File: src/rtl/blk2s_pkg.sv
// Shared definitions for the BLAKE2s return path: default sizes, FSM state
// encoding and a mod-256 byte-sum helper.
package blk2s_pkg;

  localparam int OUTPUT_SIZE_DEF = 32;
  localparam int BPC_DEF         = 4;
  localparam int ITER_NUM_DEF    = 32;
  localparam int SUM_MAX_BYTES   = 32;

  typedef enum logic [1:0] {
    IDLE = 2'd0,
    SUM  = 2'd1,
    SEND = 2'd2
  } state_t;

  // Sum of the lowest n bytes of vec; carries out of bit 7 are dropped.
  function automatic logic [7:0] sum_bytes(input logic [SUM_MAX_BYTES*8-1:0] vec,
                                           input int n);
    logic [7:0] s;
    s = '0;
    for (int k = 0; k < SUM_MAX_BYTES; k++) begin
      if (k < n) s = s + vec[k*8 +: 8];
    end
    return s;
  endfunction

endpackage

File: src/rtl/blk2s_byte_adder.sv
// Combinational mod-256 sum of BPC bytes.
module blk2s_byte_adder
  import blk2s_pkg::*;
#(
  parameter int BPC = BPC_DEF
) (
  input  logic [BPC*8-1:0] i_bytes,
  input  logic             i_unused_tie,
  output logic [7:0]       o_sum
);

  logic [SUM_MAX_BYTES*8-1:0] w_vec;
  logic                       w_unused;

  always_comb begin
    w_vec              = '0;
    w_vec[BPC*8-1:0]   = i_bytes;
    o_sum              = sum_bytes(w_vec, BPC);
  end

  assign w_unused = i_unused_tie;

  if (BPC > SUM_MAX_BYTES) begin : g_bpc_check
    $error("blk2s_byte_adder: BPC exceeds SUM_MAX_BYTES");
  end

endmodule

File: src/rtl/blk2s_post.sv
// Return path of the FastKDF BLAKE2s loop: sums a held digest into the next
// buffer pointer over several cycles and offers it with the digest downstream.
//
//  state | meaning
//  IDLE  | ready for a digest from BLK2S
//  SUM   | accumulating BYTES_PER_CYCLE digest bytes per cycle
//  SEND  | pointer + digest offered to BLK2S_PRE, waiting for out_rdy
module blk2s_post
  import blk2s_pkg::*;
#(
  parameter int OUTPUT_SIZE     = OUTPUT_SIZE_DEF,
  parameter int BYTES_PER_CYCLE = BPC_DEF,
  parameter int ITER_NUM        = ITER_NUM_DEF,
  localparam int ITER_W         = (ITER_NUM > 1) ? $clog2(ITER_NUM) : 1
) (
  input  logic                     clk,
  input  logic                     rst_n,
  input  logic                     in_vld,
  output logic                     in_rdy,
  input  logic [OUTPUT_SIZE*8-1:0] prf_output,
  output logic                     out_vld,
  input  logic                     out_rdy,
  output logic [7:0]               buf_ptr_out,
  output logic [OUTPUT_SIZE*8-1:0] prf_output_o,
  output logic [ITER_W-1:0]        iter_cnt,
  output logic                     last_o
);

  localparam int NBEATS = OUTPUT_SIZE / BYTES_PER_CYCLE;
  localparam int BEAT_W = (NBEATS > 1) ? $clog2(NBEATS) : 1;
  localparam int SLICE_W = BYTES_PER_CYCLE * 8;
  localparam logic [BEAT_W-1:0] LAST_BEAT = BEAT_W'(NBEATS - 1);
  localparam logic [ITER_W-1:0] LAST_ITER = ITER_W'(ITER_NUM - 1);

  if ((OUTPUT_SIZE % BYTES_PER_CYCLE) != 0) begin : g_bpc_check
    $error("blk2s_post: BYTES_PER_CYCLE must divide OUTPUT_SIZE");
  end

  state_t                   r_state;
  logic                     r_in_rdy;
  logic                     r_out_vld;
  logic [7:0]               r_ptr;
  logic [ITER_W-1:0]        r_iter;
  logic                     r_last;
  logic [7:0]               r_accum;
  logic [BEAT_W-1:0]        r_beat;
  logic [OUTPUT_SIZE*8-1:0] r_digest;

  logic                     w_accept;
  logic [SLICE_W-1:0]       w_slice;
  logic [7:0]               w_beat_sum;
  logic [7:0]               w_new_accum;

  assign w_accept    = (r_state == IDLE) && in_vld;
  assign w_new_accum = r_accum + w_beat_sum;

  always_comb begin
    w_slice = '0;
    for (int b = 0; b < NBEATS; b++) begin
      if (r_beat == BEAT_W'(b)) w_slice = r_digest[b*SLICE_W +: SLICE_W];
    end
  end

  blk2s_byte_adder #(
    .BPC(BYTES_PER_CYCLE)
  ) u_byte_adder (
    .i_bytes      (w_slice),
    .i_unused_tie (1'b0),
    .o_sum        (w_beat_sum)
  );

  // Data-only register: captured on accept, never reset.
  always_ff @(posedge clk) begin
    if (w_accept) r_digest <= prf_output;
  end

  always_ff @(posedge clk or negedge rst_n) begin
    if (!rst_n) begin
      r_state   <= IDLE;
      r_in_rdy  <= 1'b1;
      r_out_vld <= 1'b0;
      r_ptr     <= '0;
      r_iter    <= '0;
      r_last    <= 1'b0;
      r_accum   <= '0;
      r_beat    <= '0;
    end else begin
      case (r_state)
        IDLE: begin
          if (in_vld) begin
            r_accum  <= '0;
            r_beat   <= '0;
            r_in_rdy <= 1'b0;
            r_state  <= SUM;
          end
        end
        SUM: begin
          r_accum <= w_new_accum;
          r_beat  <= r_beat + 1'b1;
          if (r_beat == LAST_BEAT) begin
            r_beat    <= '0;
            r_ptr     <= w_new_accum;
            r_out_vld <= 1'b1;
            r_last    <= (r_iter == LAST_ITER);
            r_state   <= SEND;
          end
        end
        SEND: begin
          if (out_rdy) begin
            r_out_vld <= 1'b0;
            r_last    <= 1'b0;
            r_iter    <= r_last ? '0 : r_iter + 1'b1;
            r_in_rdy  <= 1'b1;
            r_state   <= IDLE;
          end
        end
        default: r_state <= IDLE;
      endcase
    end
  end

  assign in_rdy       = r_in_rdy;
  assign out_vld      = r_out_vld;
  assign buf_ptr_out  = r_ptr;
  assign prf_output_o = r_digest;
  assign iter_cnt     = r_iter;
  assign last_o       = r_last;

endmodule

File: config.mk
export PLATFORM = sky130hd
export DESIGN_NAME = blk2s_post
export DESIGN_NICKNAME = d
export VERILOG_FILES = /design/src/rtl/blk2s_pkg.sv /design/src/rtl/blk2s_byte_adder.sv /design/src/rtl/blk2s_post.sv
export SDC_FILE = /design/constraint.sdc
export NUM_CORES = 1
export LEC_CHECK = 0
export CORE_AREA = 2 2 208 210
export CTS_BUF_LIST = sky130_fd_sc_hd__clkbuf_4 sky130_fd_sc_hd__clkbuf_8 sky130_fd_sc_hd__clkbuf_16
export DETAILED_ROUTE_END_ITERATION = 10
export DIE_AREA = 0 0 210 212
export REMOVE_ABC_BUFFERS = 1
export SLEW_MARGIN = 20
export SYNTH_ARGS = -nofsm -noshare
export SYNTH_HDL_FRONTEND = slang
export SYNTH_SLANG_ARGS = --single-unit
File: constraint.sdc
create_clock -name clk -period 20.9 [get_ports clk]
set_input_delay 4.18 -clock clk [delete_from_list [all_inputs] [get_ports clk]]
set_output_delay 4.18 -clock clk [all_outputs]
set_load 0.005 [all_outputs]
==> results of run 1 <==
-- per-layer routing --
layer | up-vias | wire, um
met5 | - | 37
met1 | 4385 | 16500
met2 | 418 | 21700
li1 | 4165 | -
met4 | 6 | 1580
met3 | 82 | 3740
-- sequential cells by signal, indices dropped and copies added, names as in the netlist --
signal and count:
buf_ptr_out 8, in_rdy 1, iter_cnt 5, last_o 1, out_vld 1, prf_output_o 256
r_accum 8, r_beat 3, r_state 2
-- power by group --
| part | total, mW | internal, mW | switching (mW) |
|---|---|---|---|
| clock | 0.638 | 0.389 | 0.248 |
| sequential | 0.839 | 0.768 | 0.0708 |
| combinational | 2.05 | 0.951 | 1.10 |
| total | 3.53 | 2.11 | 1.42 |
-- placed cells by master, fill, tap and decap left out, types with 8 or more instances in the layout --
cell type	count
clkdlybuf4s50_1	530
edfxtp_1	256
a21oi_1	90
nand2_1	55
o21ai_0	44
clkbuf_16	39
inv_1	33
nor2_1	30
a22oi_1	29
nand3b_1	28
o211ai_1	28
dfrtp_1	28
mux2_2	20
fa_1	20
ha_1	13
mux2i_1	11
buf_4	9
clkbuf_4	8
clkinv_1	8
-- metrics by stage --
stage	worst slack [ps]	utilization	std cells	power, mW	cell area (um2)
detailed placement	13830	0.420	1858	2.93	17800
global route	13790	0.449	1926	3.86	19100
CTS	14060	0.448	1925	3.60	19100
global placement	13850	0.420	1858	2.89	17800
floorplan	5030	-	771	2.25	11700
finish	14180	0.449	1926	3.53	19100
-- logic make-up (layout without fill, tap and decap cells) --
| family | after synthesis | count (layout) |
|---|---|---|
| DFF | 285 | 285 |
| adders and majority gates | 36 | 36 |
| buffers and inverters | 82 | 643 |
| xor gates and xnor gates | 11 | 11 |
| and+or+nand+nor | 142 | 142 |
| AOI/OAI and AO/OA | 232 | 232 |
| muxes | 31 | 31 |
-- worst reg2reg max path, stage by stage, from the launching register on --
cell,delay (ps)
dfrtp_1,430
inv_1,140
ha_2,900
and2_2,340
nor2b_4,110
buf_4,250
a22oi_1,190
o211ai_1,120
o21ai_0,120
a21oi_1,90
mux2_2,290
fa_1,490
inv_1,50
fa_1,450
fa_1,490
inv_1,40
ha_1,220
fa_1,500
a211oi_1,260
o21bai_1,130
a21oi_1,190
xnor2_1,160
xnor3_1,260
xnor2_1,240
o22ai_1,110
-- how the worst min path moves through the flow --
stage | start | to | slack, ps | cells past startpoint
final | buf_ptr_out[3] | buf_ptr_out[3] | 480 | 2
after global routing | r_accum[0] | r_accum[0] | 510 | 1
after CTS | buf_ptr_out[3] | buf_ptr_out[3] | 490 | 2
after detailed placement | buf_ptr_out[5] | buf_ptr_out[5] | 480 | 2
after global placement | out_vld | out_vld | 460 | 2
after floorplan | r_accum[0] | r_accum[0] | 470 | 1
-- final cells by class --
type / count / area (um2)
repair buffers: 542 / 5430
inverters: 34 / 128
clock inverters: 20 / 188
multi-input cells: 452 / 3210
clock buffers: 47 / 1040
well taps: 546 / 683
flip-flops and latches: 285 / 8410
fillers: 3858 / 23400
==> flow_summary.json, run 1 <==
{
  "status": "finished, final reports clean",
  "synthMuxAreaShare": 0.0282,
  "synthArstFlopShare": 0.102,
  "period_needed_ps": 6720,
  "num_rows": 76,
  "synth_compound_area_frac": 0.120,
  "cts.sink_count": 285,
  "grtUsageMet2": 0.327,
  "synth_top_family_by_area": "compound AO/OA/AOI/OAI gates",
  "max_stage_delay_ps": 900,
  "core_area_um2": 42500,
  "initial_utilization": 0.280,
  "path_common_cell": "fa_1",
  "areaGrowthSynthToFinish_pct": 60.3,
  "synth_edf_count": 256,
  "path_buf_inv": 4,
  "cts.path.max_buffers": 3,
  "synth_xor_xnor_area_share": 0.00925,
  "drc": 0,
  "cp.required_ps": 21280,
  "cts_hold_buffers": 0,
  "layout.nets": 1648,
  "tns_ps": 0,
  "finalMaxSlewViolations": 0,
  "setup_viol": 0,
  "cp-end-kind": "register",
  "crit_chain": "inv_1, ha_2, and2_2, nor2b_4, buf_4, a22oi_1, o211ai_1, o21ai_0, a21oi_1, mux2_2, fa_1, inv_1, fa_1, fa_1, inv_1, ha_1, fa_1, a211oi_1, o21bai_1, a21oi_1, xnor2_1, xnor3_1, xnor2_1, o22ai_1",
  "crit_type": "register to register",
  "hold_violations": 0,
  "ys_types": 46,
  "worst_slew_pin_slew_ps": 1050,
  "port_buffers": 531,
  "grt-ovfl-total": 0,
  "path_depth": 24,
  "startpoint": "r_beat[0]",
  "drtIter0Drc": 427,
  "path_clk_slew_ps": 60,
  "insertedDiodeCount": 0,
  "dp_hpwl_um": 31800,
  "fmax_mhz": 149,
  "avgSynthCellArea_um2": 14.5,
  "timing.rr.end": "r_accum[7]",
  "yosys-top-cells-count": "256 x edfxtp_1, 90 x a21oi_1, 57 x nand2_1",
  "crit_family": "adder cells",
  "startpoint_type": "register",
  "maxCapViolCount": 0,
  "synthTopCellsByArea": "edfxtp_1 65%, dfrtp_1 5.9%, a21oi_1 3.8%",
  "pin_count": 532,
  "yosysMostFrequentCell": "edfxtp_1",
  "rsz0062_at_grt": "false",
  "root_buffer": "clkbuf_16",
  "synth_area_um2": 11900,
  "p_leak_nw": 6.78,
  "grt_pass1_wl_um": 61500,
  "critPathSlowestCell": "ha_2",
  "synth_top_area_share": 0.646,
  "vias": 9056,
  "ir_drop_mv": 0.299,
  "grt_pass1_vias": 9554,
  "r2r_slack_ps": 14180,
  "ys.flop_type": "edfxtp_1",
  "seq_area_frac_synth": 0.707,
  "cts_max_level": 2,
  "antenna_found_initial": 3,
  "drtPass1Iterations": 5,
  "slew_headroom": 0.298,
  "die_h_um": 212,
  "cp_max_fo": 31,
  "synth-simple-area-share": 0.0582,
  "yosys.area_share.adder": 0.0504,
  "vias_per_cell": 4.70,
  "wl_per_cell_um": 22.6,
  "post_cts_resized": 0,
  "postCtsSetupRepairBufs": 0,
  "crit_end": "r_accum[7]",
  "fin_crit_sh": 0.322,
  "clkLatencyLatePin_ps": 550,
  "layout-drive-gt1-share": 0.0754,
  "dieArea_um2": 44500,
  "use_met3": 0.0640,
  "ys_seq_elements": 285,
  "ant_nets": 0,
  "postSynthCellCount": 819,
  "hold_ws_ps": 484,
  "met1_usage": 0.215,
  "min_path_type": "register to register",
  "finalWeightedCongestion": 0.810,
  "cts_tree": "yes",
  "synth_warnings": 0,
  "grt_usage": 0.190,
  "numCtsBuffers": 37,
  "die_width_um": 210,
  "r2r-start": "r_beat[0]",
  "grt_busiest_layer": "met2",
  "cp.arrival_ps": 7100,
  "rr_worst_depth": 24,
  "powerDensity_nw_per_um2": 185,
  "grt_max_degree": 188,
  "routed_wirelength_um": 43500,
  "finClkSkew_ps": 25.9,
  "synth_top_area_cell": "edfxtp_1"
}
Power figures use the tool's default switching activity.
==> run 2: changes to the inputs <==
- CORE_AREA: 2 2 208 210 -> 2 2 205 207
- DIE_AREA: 0 0 210 212 -> 0 0 207 209
- clock period: 20.9 -> 6.9 ns (I/O delays scaled with it)
==> flow_summary.json, run 2 (same netlist as run 1, synthesis figures left out) <==
{
  "cts_tree": "yes",
  "fmax_mhz": 167,
  "cts_max_level": 2,
  "p_leak_nw": 6.79,
  "cts.sink_count": 285,
  "clkLatencyLatePin_ps": 540,
  "swShare": 0.401,
  "routed-wl-met2_um": 22400,
  "tns_ps": 0,
  "rr_worst_depth": 24,
  "fin_crit_sh": 0.868,
  "initial_utilization": 0.288,
  "numCtsBuffers": 35,
  "postPlaceCellArea_um2": 17900,
  "ir_drop_mv": 0.732,
  "die_h_um": 209,
  "crit_type": "register to register",
  "wl_met1_um": 17100,
  "rsz0062_at_grt": "false",
  "powerDensity_nw_per_um2": 554,
  "cp.required_ps": 7290,
  "grt-ovfl-total": 0,
  "layout.nets": 1652,
  "drtIter0Drc": 525,
  "dr_wl_met3_um": 3440,
  "vias_per_cell": 4.77,
  "startpoint_type": "register",
  "period_needed_ps": 5990,
  "cp.arrival_ps": 6380,
  "pwr-share-clk": 0.175,
  "p_seq_frac": 0.242,
  "path_clk_slew_ps": 60,
  "maxCapViolCount": 0,
  "regArea_um2": 8410,
  "wl_per_cell_um": 23.0,
  "cp-end-kind": "register",
  "slew_headroom": 0.434,
  "postCtsSetupRepairBufs": 0,
  "largest_reg_flops": 256,
  "min_path_type": "register to register",
  "routed_wirelength_um": 44100,
  "final_cell_mix": "530 x clkdlybuf4s50_1, 256 x edfxtp_1, 90 x a21oi_1",
  "num_rows": 75,
  "r2r_slack_ps": 910,
  "die_width_um": 207,
  "pwr-share-comb": 0.582,
  "pin_count": 532,
  "antenna_found_initial": 4,
  "nFillCells": 3800,
  "grt_pass1_wl_um": 63600,
  "ant_nets": 0,
  "finClkSkew_ps": 19.1,
  "areaGrowthSynthToFinish_pct": 60.0,
  "cts_hold_buffers": 0,
  "grt_pass1_vias": 9535,
  "maxUsedRoutingLayer": "met5",
  "switchingPower_mw": 4.23,
  "dieArea_um2": 43300,
  "layout-drive-gt1-share": 0.0774,
  "min_path_cells": 2,
  "multiInputGateArea_um2": 3210,
  "final_area_um2": 19000,
  "post_cts_resized": 0,
  "finalMaxSlewViolations": 0,
  "grt_usage": 0.199,
  "worst_slew_pin_slew_ps": 848,
  "core_area_um2": 41300,
  "setup_viol": 0,
  "final_common_cell": "clkdlybuf4s50_1",
  "final_util": 0.461,
  "status": "finished, final reports clean",
  "vias": 9160,
  "root_buffer": "clkbuf_16",
  "drc": 0,
  "drtPass1Iterations": 4,
  "hold_violations": 0,
  "cp_max_fo": 21,
  "port_buffers": 531,
  "power.internal_mw": 6.31,
  "grt_max_degree": 125,
  "cts.path.max_buffers": 3,
  "dp_hpwl_um": 33300,
  "finalWeightedCongestion": 0.845
}
## run 2: changes by cell type in the layout (fill, tap and decap cells not counted), moves of 2 or more
cell	previous run	this run
clkbuf_16	39	37
clkbuf_4	8	6
clkinv_2	3	8
inv_6	2	0
buf_4	9	14
buf_12	1	3
## run 2: worst max-delay path, cell delays in order (launching register included)
cell      delay (ps)
dfrtp_1          440
inv_1            110
ha_2             480
buf_4            290
nand3b_1         130
a21oi_1           70
a21oi_1          130
o211ai_1         100
o21ai_0          110
a21oi_1           90
mux2_2           300
fa_1             500
inv_1             50
fa_1             440
fa_1             500
inv_1             40
ha_1             230
fa_1             520
a211oi_1         250
o21bai_1         120
a21oi_1          200
xnor2_1          150
xnor3_1          250
xnor2_1          220
o22ai_1          100
## run 2: layer usage
metal	vias up	track usage
met4	6	0.0690
met5	-	0
li1	4172	-
met3	70	0.0573
met1	4494	0.232
met2	418	0.347
## run 2: worst paths after layout
path,startpoint,to
worst max-delay path,r_beat[1],r_accum[7]
worst min-delay path,out_vld,out_vld
worst max register to register,r_beat[1],r_accum[7]
worst min register to register,out_vld,out_vld
max in group asynchronous,rst_n,r_beat[1]
min in group asynchronous,rst_n,iter_cnt[3]
## run 2: power groups by stage
stage	Clock, mW	Combinational (mW)	Sequential, mW
finish	1.85	6.14	2.55
global route	1.98	7.08	2.59
CTS	1.91	6.25	2.56
detailed placement	0	6.23	2.59
global placement	0	6.13	2.59
floorplan	0	4.15	2.66
## run 2: final cells by class
type / instances / share of cell area
sequential: 285 / 0.442
timing repair buffer: 548 / 0.287
multi-input combinational: 452 / 0.169
clock buffer: 43 / 0.0510
tap: 539 / 0.0354
clock inverter: 20 / 0.00906
inverter: 34 / 0.00670
antenna: 1 / 0.000131
## run 2: metrics by stage
stage	cells	setup WS [ps]	power (mW)	hold slack, ps
after global placement	1858	979	8.71	461
after detailed placement	1858	878	8.82	476
after CTS	1921	861	10.7	488
after floorplan	771	-6170	6.82	466
after global routing	1921	420	11.6	524
final	1922	911	10.5	483
==> run 3: changes to the inputs <==
- CORE_AREA: 2 2 205 207 -> 2 2 209 211
- DIE_AREA: 0 0 207 209 -> 0 0 211 213
- clock period: 6.9 -> 5.5 ns (I/O delays scaled with it)
==> flow_summary.json, run 3 (same netlist as run 1, synthesis figures left out) <==
{
  "grt-ovfl-total": 0,
  "fmax_mhz": 191,
  "die_width_um": 211,
  "finClkSkew_ps": 14.5,
  "cp-end-kind": "register",
  "crit_type": "register to register",
  "hold_violations": 0,
  "p_leak_nw": 6.99,
  "cp.arrival_ps": 5620,
  "finalMaxSlewViolations": 0,
  "maxCapViolCount": 0,
  "die_h_um": 213,
  "core_area_um2": 42700,
  "cp_max_fo": 6,
  "largest_reg_flops": 256,
  "fin_crit_sh": 0.951,
  "cts_hold_buffers": 0,
  "vias_per_cell": 4.77,
  "routed_wirelength_um": 46700,
  "slew_headroom": 0.330,
  "setup_viol": 0,
  "powerDensity_nw_per_um2": 754,
  "period_needed_ps": 5230,
  "min_path_type": "register to register",
  "drtIter0Drc": 507,
  "final_common_cell": "clkdlybuf4s50_1",
  "cts_max_level": 2,
  "root_buffer": "clkbuf_16",
  "cts.path.max_buffers": 3,
  "grt_max_degree": 80,
  "numCtsBuffers": 35,
  "dp_hpwl_um": 35600,
  "dieArea_um2": 44900,
  "worst_slew_pin_slew_ps": 1000,
  "num_rows": 76,
  "grt_pass1_wl_um": 65400,
  "final_cells": 1959,
  "drc": 0,
  "wl_per_cell_um": 23.9,
  "clkLatencyLatePin_ps": 540,
  "initial_utilization": 0.279,
  "grt_usage": 0.201,
  "grt_pass1_vias": 9823,
  "layout.nets": 1684,
  "cts.sink_count": 285,
  "startpoint_type": "register",
  "finalWeightedCongestion": 0.800,
  "vias": 9353,
  "final_cell_mix": "530 x clkdlybuf4s50_1, 256 x edfxtp_1, 88 x a21oi_1",
  "drtPass1Iterations": 5,
  "hold_ws_ps": 482,
  "port_buffers": 531,
  "ant_nets": 0,
  "cp.required_ps": 5890,
  "cts_tree": "yes",
  "antenna_found_initial": 3,
  "dp_cells": 1886,
  "ir_drop_mv": 0.909,
  "layout-drive-gt1-share": 0.113,
  "path_clk_slew_ps": 60,
  "status": "finished, final reports clean",
  "pin_count": 532,
  "areaGrowthSynthToFinish_pct": 63.7
}
==> run 3: layout make-up <==
| cell class | count | area, um2 |
|---|---|---|
| antenna | 1 | 2.50 |
| clock buffer | 47 | 1000 |
| clock inverter | 14 | 121 |
| fill | 3877 | 23200 |
| inverter | 34 | 128 |
| multi-input combinational | 452 | 3320 |
| sequential | 285 | 8420 |
| tap | 546 | 683 |
| timing repair buffer | 580 | 5820 |
==> run 3: worst paths after layout <==
| path | from | to | slack [ps] | cells after the start |
|---|---|---|---|---|
| min in group asynchronous | rst_n | iter_cnt[3] | 630 | 1 |
| min | out_vld | out_vld | 480 | 2 |
| max | r_beat[0] | r_accum[7] | 270 | 24 |
| max in group asynchronous | rst_n | r_beat[1] | 4360 | 1 |
| max reg2reg | r_beat[0] | r_accum[7] | 270 | 24 |
| min reg2reg | out_vld | out_vld | 480 | 2 |
==> run 3: what timing repair did <==
action	CTS	global route
setup endpoints to repair	2	2
pin swaps	0	14
gates cloned	0	1
resized for setup	3	33
buffers inserted	2	9
==> run 3: worst max-delay path, cell delays in order (launching register included) <==
cell,delay (ps)
dfrtp_2,430
buf_4,150
ha_4,200
buf_6,130
nand2_1,60
a21oi_1,60
a21oi_1,130
o211ai_1,90
o21ai_1,100
a21oi_1,80
mux2_4,270
fa_1,510
inv_2,40
fa_1,490
fa_1,550
inv_2,50
ha_4,160
fa_2,380
a211oi_2,220
o21bai_1,100
a21oi_2,180
xnor2_2,150
xnor3_1,270
xnor2_2,160
o22ai_1,100
==> run 3: metrics by stage <==
step	setup TNS [ps]	setup WS [ps]	cell area, um2	power (mW)	utilization
after floorplan	-1899750	-7290	11700	8.55	-
after global placement	-91.9	-54.0	18100	11.3	0.425
after detailed placement	-348	-179	18100	11.5	0.425
after CTS	0	28.3	19300	13.9	0.451
after global routing	-48.6	-25.5	19500	15.9	0.456
final	0	271	19500	14.7	0.456
==> run 3: report_power, final <==
group | internal (mW) | leakage [nW] | switching [mW] | total [mW]
combinational | 4.49 | 3.70 | 4.72 | 9.21
clock | 1.37 | 0.566 | 0.907 | 2.28
sequential | 2.91 | 2.72 | 0.292 | 3.21
==> run 3: per-layer routing <==
metal | track usage | vias to the layer above | wire length (um)
li1 | - | 4237 | -
met1 | 0.239 | 4618 | 18200
met2 | 0.348 | 427 | 23500
met3 | 0.0600 | 67 | 3750
met4 | 0.0682 | 4 | 1260
met5 | 0 | - | 23
